## src/rtl/reset_sequencer.sv

```systemverilog
// Reset sequencer: holds every domain in reset, then releases domains 0..N-1 in order,
// one step apart. Define RESET_SEQ_READY_EN to gate each step on dom_ready, with a timeout.
module reset_sequencer #(
  parameter int NUM_DOMAINS    = 3,
  parameter int HOLD_CYCLES    = 4,
  parameter int STEP_CYCLES    = 8,
  parameter int TIMEOUT_CYCLES = 64
) (
  input  logic                   clk,
  input  logic                   reset_n,
  input  logic                   soft_req,
  input  logic [NUM_DOMAINS-1:0] dom_ready,
  output logic [NUM_DOMAINS-1:0] rst_n_out,
  output logic                   busy,
  output logic                   done,
  output logic                   err
);

  localparam int MAX_HS  = (HOLD_CYCLES > STEP_CYCLES) ? HOLD_CYCLES : STEP_CYCLES;
  localparam int MAX_CYC = (MAX_HS > TIMEOUT_CYCLES) ? MAX_HS : TIMEOUT_CYCLES;
  localparam int CW      = $clog2(MAX_CYC + 1);
  localparam int DW      = (NUM_DOMAINS > 1) ? $clog2(NUM_DOMAINS) : 1;

  localparam logic [CW-1:0] HOLD_LAST = CW'(HOLD_CYCLES - 1);
  localparam logic [CW-1:0] STEP_LAST = CW'(STEP_CYCLES - 1);
  localparam logic [DW-1:0] DOM_LAST  = DW'(NUM_DOMAINS - 1);

  typedef enum logic [1:0] {
    S_HOLD,
    S_STEP,
    S_DONE
  } state_e;

  state_e                 state_q;
  logic [CW-1:0]          cnt_q;
  logic [CW-1:0]          cnt_d;
  logic [DW-1:0]          dom_q;
  logic [NUM_DOMAINS-1:0] rst_q;
  logic [NUM_DOMAINS-1:0] rst_d;
  logic                   busy_q;
  logic                   done_q;

  // Saturating count; releases are thermometer-coded so the next pattern is a left fill.
  assign cnt_d = (cnt_q == {CW{1'b1}}) ? cnt_q : cnt_q + 1'b1;
  assign rst_d = (rst_q << 1) | NUM_DOMAINS'(1);

`ifdef RESET_SEQ_READY_EN
  localparam logic [CW-1:0] TIMEOUT_LAST = CW'(TIMEOUT_CYCLES - 1);
  logic seen_q;  // ready observed for the most recently released domain
  logic err_q;
  assign err = err_q;
`else
  logic unused_ready;
  assign unused_ready = ^dom_ready;
  assign err          = 1'b0;
`endif

  // NOTE: reset is sampled synchronously here, and all state uses non-blocking
  // assignments so every register sees the same pre-edge values.
  always_ff @(posedge clk) begin
    if (!reset_n) begin
      state_q <= S_HOLD;
      cnt_q   <= '0;
      dom_q   <= '0;
      rst_q   <= '0;
      busy_q  <= 1'b1;
      done_q  <= 1'b0;
`ifdef RESET_SEQ_READY_EN
      seen_q  <= 1'b0;
      err_q   <= 1'b0;
`endif
    end else begin
      case (state_q)
        S_HOLD: begin
          if (cnt_q == HOLD_LAST) begin
            rst_q <= NUM_DOMAINS'(1);
            cnt_q <= '0;
            dom_q <= '0;
`ifdef RESET_SEQ_READY_EN
            seen_q  <= 1'b0;
            state_q <= S_STEP;
`else
            if (NUM_DOMAINS == 1) begin
              state_q <= S_DONE;
              busy_q  <= 1'b0;
              done_q  <= 1'b1;
            end else begin
              state_q <= S_STEP;
            end
`endif
          end else begin
            cnt_q <= cnt_d;
          end
        end

        S_STEP: begin
`ifdef RESET_SEQ_READY_EN
          if (!seen_q) begin
            // Waiting for the released domain to report ready; a timeout counts as ready.
            if (dom_ready[dom_q] || cnt_q == TIMEOUT_LAST) begin
              if (!dom_ready[dom_q]) err_q <= 1'b1;
              cnt_q <= '0;
              if (dom_q == DOM_LAST) begin
                state_q <= S_DONE;
                busy_q  <= 1'b0;
                done_q  <= 1'b1;
              end else begin
                seen_q <= 1'b1;
              end
            end else begin
              cnt_q <= cnt_d;
            end
          end else if (cnt_q == STEP_LAST) begin
            rst_q  <= rst_d;
            dom_q  <= dom_q + 1'b1;
            cnt_q  <= '0;
            seen_q <= 1'b0;
          end else begin
            cnt_q <= cnt_d;
          end
`else
          if (cnt_q == STEP_LAST) begin
            rst_q <= rst_d;
            dom_q <= dom_q + 1'b1;
            cnt_q <= '0;
            if (dom_q + 1'b1 == DOM_LAST) begin
              state_q <= S_DONE;
              busy_q  <= 1'b0;
              done_q  <= 1'b1;
            end
          end else begin
            cnt_q <= cnt_d;
          end
`endif
        end

        S_DONE: begin
          if (soft_req) begin
            rst_q   <= '0;
            done_q  <= 1'b0;
            busy_q  <= 1'b1;
            cnt_q   <= '0;
            dom_q   <= '0;
            state_q <= S_HOLD;
          end
        end

        default: state_q <= S_HOLD;
      endcase
    end
  end

  assign rst_n_out = rst_q;
  assign busy      = busy_q;
  assign done      = done_q;

endmodule

```

## config.mk

```make
export PLATFORM = sky130hd
export DESIGN_NAME = reset_sequencer
export DESIGN_NICKNAME = d
export VERILOG_FILES = /design/src/rtl/reset_sequencer.sv
export SDC_FILE = /design/constraint.sdc
export NUM_CORES = 1
export LEC_CHECK = 0
export CAP_MARGIN = 20
export CORE_MARGIN = 2
export CORE_UTILIZATION = 45
export CTS_CLUSTER_SIZE = 28
export DETAILED_ROUTE_END_ITERATION = 10
export MAX_ROUTING_LAYER = met4
export PLACE_DENSITY = 0.81
export SYNTH_ARGS = -nofsm -noshare
export SYNTH_HDL_FRONTEND = slang
export SYNTH_SLANG_ARGS = --single-unit
```

## constraint.sdc

```tcl
create_clock -name clk -period 1.9 [get_ports clk]
set_clock_uncertainty 0.2 [all_clocks]
set_input_delay 0.38 -clock clk [delete_from_list [all_inputs] [get_ports clk]]
set_output_delay 0.38 -clock clk [all_outputs]
set_load 0.05 [all_outputs]
```

# After elaboration in Yosys (flattened, before gate mapping)
# Index checks and enable logic that the tools add are counted.
dict set report word_totals {
  ff_bits 16
  elab_cells 50
  output_inout_bits 6
  mem_bits_rw 0
  n_memories 0
  inputBits 6
  latch_bits 0
  mem_bits_ro 0
}
dict set report classes {
  bitwise_logic 0
  n_mux 25
  n_shift 0
  div_mod_pow 0
  magnitude_cmp 0
  mul 0
  add_sub_neg 2
  n_reduce_logical 7
  eq_ne 10
}
# op n
set ops {}
lappend ops {{$mux W7} 4}
lappend ops {{$pmux W7 S3} 1}
lappend ops {{$mux W2} 6}
lappend ops {{$pmux W2 S3} 2}
lappend ops {{$reduce_and A4 Y1} 3}
lappend ops {{$mux W3} 3}
lappend ops {{$pmux W3 S3} 1}
lappend ops {{$ne A2 B2 Y1 const B} 4}
lappend ops {{$add A7 B1 Y7 const B} 1}
lappend ops {{$eq A7 B2 Y1 const B} 1}
lappend ops {{$eq A7 B3 Y1 const B} 1}
lappend ops {{$eq A7 B7 Y1 const B} 1}
lappend ops {{$mux W1} 6}
lappend ops {{$eq A2 B2 Y1 const B} 2}
lappend ops {{$pmux W1 S2} 2}
lappend ops {{$reduce_bool A3 Y1} 1}
lappend ops {{$add A2 B1 Y2 const B} 1}
lappend ops {{$eq A2 B1 Y1 const B} 1}
lappend ops {{$logic_not A2 Y1} 1}
lappend ops {{$reduce_and A2 Y1} 1}
lappend ops {{$reduce_bool A2 Y1} 1}

# Longest topological paths before layout
dict set report logic_depth {
  depth_word 5
  ltp_mapped 7
  ltp_nobuf 6
}

# Worst setup path before layout
# Ideal clock, no wire load.
dict set report synth_timing {
  path_kind {reg2reg}
  start {register state_q[0]}
  end {register cnt_q[0]}
  stages_incl_launch_ff 7
  required_time_ns 1.572
  synth_period_minus_slack_ns 1.819
  n_path_buf 0
  setup_time_ns 0.128
  slack_ns 0.081
  arrival_time_ns 1.491
  cell_sequence {dfxtp_1 inv_1 ha_1 nor2b_1 or3_1 o221ai_2 nor2_1}
}
dict set report synth_via {
  elab_chain_cells 3
  word_cells_on_any_way 7
  classes_between {3 x eq/ne; 1 x mux; 3 x reduce/logical}
}
# item line_no
set synth_lines {}
lappend synth_lines {{start: declaration} 34} ;# state_e state_q;
lappend synth_lines {{start signal: assignment} 62} ;# state_q <= S_HOLD;
lappend synth_lines {{start signal: assignment} 84} ;# state_q <= S_DONE;
lappend synth_lines {{start signal: assignment} 88} ;# state_q <= S_STEP;
lappend synth_lines {{$eq A2 B2 Y1, or another cell as far along} 73} ;# case (state_q)
lappend synth_lines {{$ne A2 B2 Y1 (no line) or $reduce_bool A3 Y1 (tied branches)} -}
lappend synth_lines {{$reduce_and A2 Y1 (no line)} -}
lappend synth_lines {{end signal: assignment} 92} ;# cnt_q <= cnt_d;
lappend synth_lines {{end signal: assignment} 132} ;# cnt_q <= cnt_d;
lappend synth_lines {{end: declaration} 35} ;# logic [CW-1:0] cnt_q;
# Several ways; a longest one is shown, not always the timed one.
# A chain may end at the register's enable or synchronous reset.

# Worst setup path after layout
dict set report layout_timing {
  start {input port soft_req}
  end {register cnt_q[5]}
}
dict set report layout_via {
  elab_chain_cells 2
}
# item line_no
set layout_lines {}
lappend layout_lines {{start: declaration} 11} ;# input logic soft_req,
lappend layout_lines {{$ne A2 B2 Y1 (no line)} -}
lappend layout_lines {{$reduce_and A2 Y1 (no line)} -}
# Every way passes these cells.

==> results.txt <==
cell taking the most area after synthesis: dfxtp_1
Port Buffers: 7
P_sw: 337.4 uW
first-pass GRT wire length: 3.111 mm
later-pin clock latency in the skew report: 0.29 ns
largest net degree at the start of global routing: 12
Hold Buf Count CTS: 0
PwrDens: 839.8 nW/um^2
Die W: 49.51 um
vias in the first global route: 785
Buf+Inv Stages, Crit Path: 1
crit path max-delay cell type: clkdlybuf4s50_1
Sum Neg Setup Slack: 0 ns
Crit Path Class: in -> reg
prevailing post-synth register cell: dfxtp_1
asr flop ratio synth: 0
fillcell total: 163
Post-Syn Instances: 105
Reg power frac: 0.420
flip-flop and latch area: 324.1 sq um
crit start category: input port
CP max FO: 6
sw frac: 0.3380
total die area: 2451 sq um
placed instance area: 1100 sq um
commonest cells in the netlist: dfxtp_1 (16), nand2_1 (10), inv_1 (8), nor2_1 (8), ha_1 (7)
footprint of the multi-input gates: 598.1 sq um
Starting DRT DRC Count: 22
share of layout cells above drive strength 1: 0.3730
post-DP HPWL: 1.388 mm
synth top area cells: dfxtp_1 (34%), ha_1 (9.4%), mux2i_1 (4.3%)
DR vias/cell: 5.484
clock-pin transition on the worst setup and hold timing paths: 0.09 ns
WL/cell: 11.82 um
All-Layer GR Usage: 0.1663
outcome: complete, no violations
slowest stage delay, CP: 0.52 ns
root buffer cell: clkbuf_4
Post-Syn Area: 932.1 sq um
Rows: 16
synth unique cells: 41
DR DRC count: 0
antenna diode count: 0
Worst EP arrival: 1.86 ns
total CTS buffers: 3
worst min-delay path category: reg -> reg
min cycle time layout: 1.834 ns
die height: 49.51 um
crit end category: flop
Max Cap Viol: 0
ANT nets after route: 0
fmax: 545.2 MHz
Initial Util: 0.4751
r2r setup slk: 0.07 ns
Static Leak: 0.4618 nW
Seq/Total Area, Yosys: 0.3436
CTS tree: yes
clock share of power: 0.224
endpoints failing setup: 0
Overflow after GRT: 0
final WL: 1.808 mm
fin. max-slew vios: 0
post-synthesis register bit count: 16
Synth Warn #: 0
clk sink count: 16
maximum VDD drop: 0.0004263 V
cell-by-cell trace of the critical path: clkdlybuf4s50_1, nand2b_1, o211ai_2, or4_4, a21oi_2
Ports: 12
H-tree levels: 1
Final Instance Area: 1189 sq um
Syn Nets: 118
critical path required time: 1.93 ns
syn_area_per_cell: 8.878 sq um
via count: 839
Core Region: 1962 sq um
CP top delay family: simple AND/OR/NAND/NOR gates
top-area cell type share of the netlist area: 0.3436
Final GP Congestion: 0.8904
most common cell in the netlist: dfxtp_1
Area growth syn-to-layout: 27.52%
initial antenna violation count: 0
Hold Fails Final Rpt: 0
final layout net count: 140
clk buf depth: 2
drt first pass iters: 4
Pint: 660.8 uW
EDFF count, synth: 0
Final period util: 0.9654
Logic pwr share: 0.356
[power by group through the flow]
stage               Combinational (mW)  Sequential (mW)  Clock, mW
finish                           0.356            0.419      0.224
CTS                              0.326            0.415      0.232
global placement                 0.310            0.419          0
detailed placement               0.325            0.422          0
floorplan                        0.199            0.450          0
global route                     0.392            0.427      0.245
[final timing paths]
check                             startpoint            to  cells after the start
worst min-delay path            rst_n_out[1]  rst_n_out[1]                      2
worst max register to register    state_q[0]      cnt_q[5]                      6
worst max-delay path                soft_req      cnt_q[5]                      5
worst min register to register  rst_n_out[1]  rst_n_out[1]                      2
[cells by family (layout without fill, tap and decap cells)]
group,Yosys count,in the layout,share of synthesized area
AO/OA/AOI/OAI,25,25,0.2054
XOR/XNOR,1,1,0.009398
adder cells (fa/ha/maj),7,7,0.09396
buffers and inverters,12,33,0.05502
flip-flops,16,16,0.3436
multiplexers,4,4,0.04295
other,1,1,0.004023
AND/OR/NAND/NOR,39,39,0.2457
[per-layer routing]
layer,global-route usage,wire length (um)
met1,0.1943,802
met2,0.2838,886
met3,0.02727,96
met4,0.06944,23
met5,-,0
[layout make-up]
| class | count | share of cell area |
|---|---|---|
| clock buffer | 4 | 0.03053 |
| inverter | 8 | 0.02526 |
| multi-input combinational | 77 | 0.5032 |
| sequential | 16 | 0.2726 |
| tap | 27 | 0.02842 |
| timing repair buffer | 21 | 0.1400 |
[repair_timing]
item,CTS,global route
pin swaps,0,1
buffers inserted,0,1
setup endpoints to repair,1,10
gates resized for setup,1,13
[sequential cells by signal (all words and copies together), names as in the netlist]
signal and count:
cnt_q 7, busy 1, dom_q 2, state_q 2
done 1, rst_n_out 3
[cell usage in the layout, fill, tap and decap left out, types with 2 or more instances in the layout]
cell | Yosys | final
o21ai_0 | 4 | 4
or3_1 | 3 | 3
clkdlybuf4s50_1 | 0 | 2
clkbuf_4 | 0 | 3
o2bb2ai_1 | 2 | 2
buf_4 | 1 | 18
dfxtp_1 | 16 | 13
nor2_1 | 8 | 7
ha_1 | 7 | 3
ha_2 | 0 | 4
nand4_1 | 2 | 2
a21oi_1 | 6 | 5
inv_1 | 8 | 7
a31oi_1 | 2 | 2
nand3_1 | 5 | 5
mux2i_1 | 4 | 4
dfxtp_2 | 0 | 3
nand2_1 | 10 | 10
[metrics by stage]
step | hold slack [ns] | util | setup WS, ns | power [mW] | cells
2_1_floorplan | 0.2527 | - | 0.08149 | 0.6489 | 105
3_3_place_gp | 0.2527 | 0.5606 | -0.1650 | 0.7289 | 148
3_5_place_dp | 0.2690 | 0.5606 | -0.2112 | 0.7472 | 148
4_1_cts | 0.2826 | 0.5804 | 0.02111 | 0.9732 | 152
5_1_grt | 0.3127 | 0.6059 | -0.02208 | 1.063 | 153
6_report | 0.2745 | 0.6059 | 0.06576 | 0.9982 | 153
[tightest hold or removal path, delay by kind of cell (launching register included)]
kind	cells	cell delay [ns]
DFF	1	0.33
and+or+nand+nor	1	0.06
AOI/OAI and AO/OA	1	0.05
(Power assumes the default switching activity.)
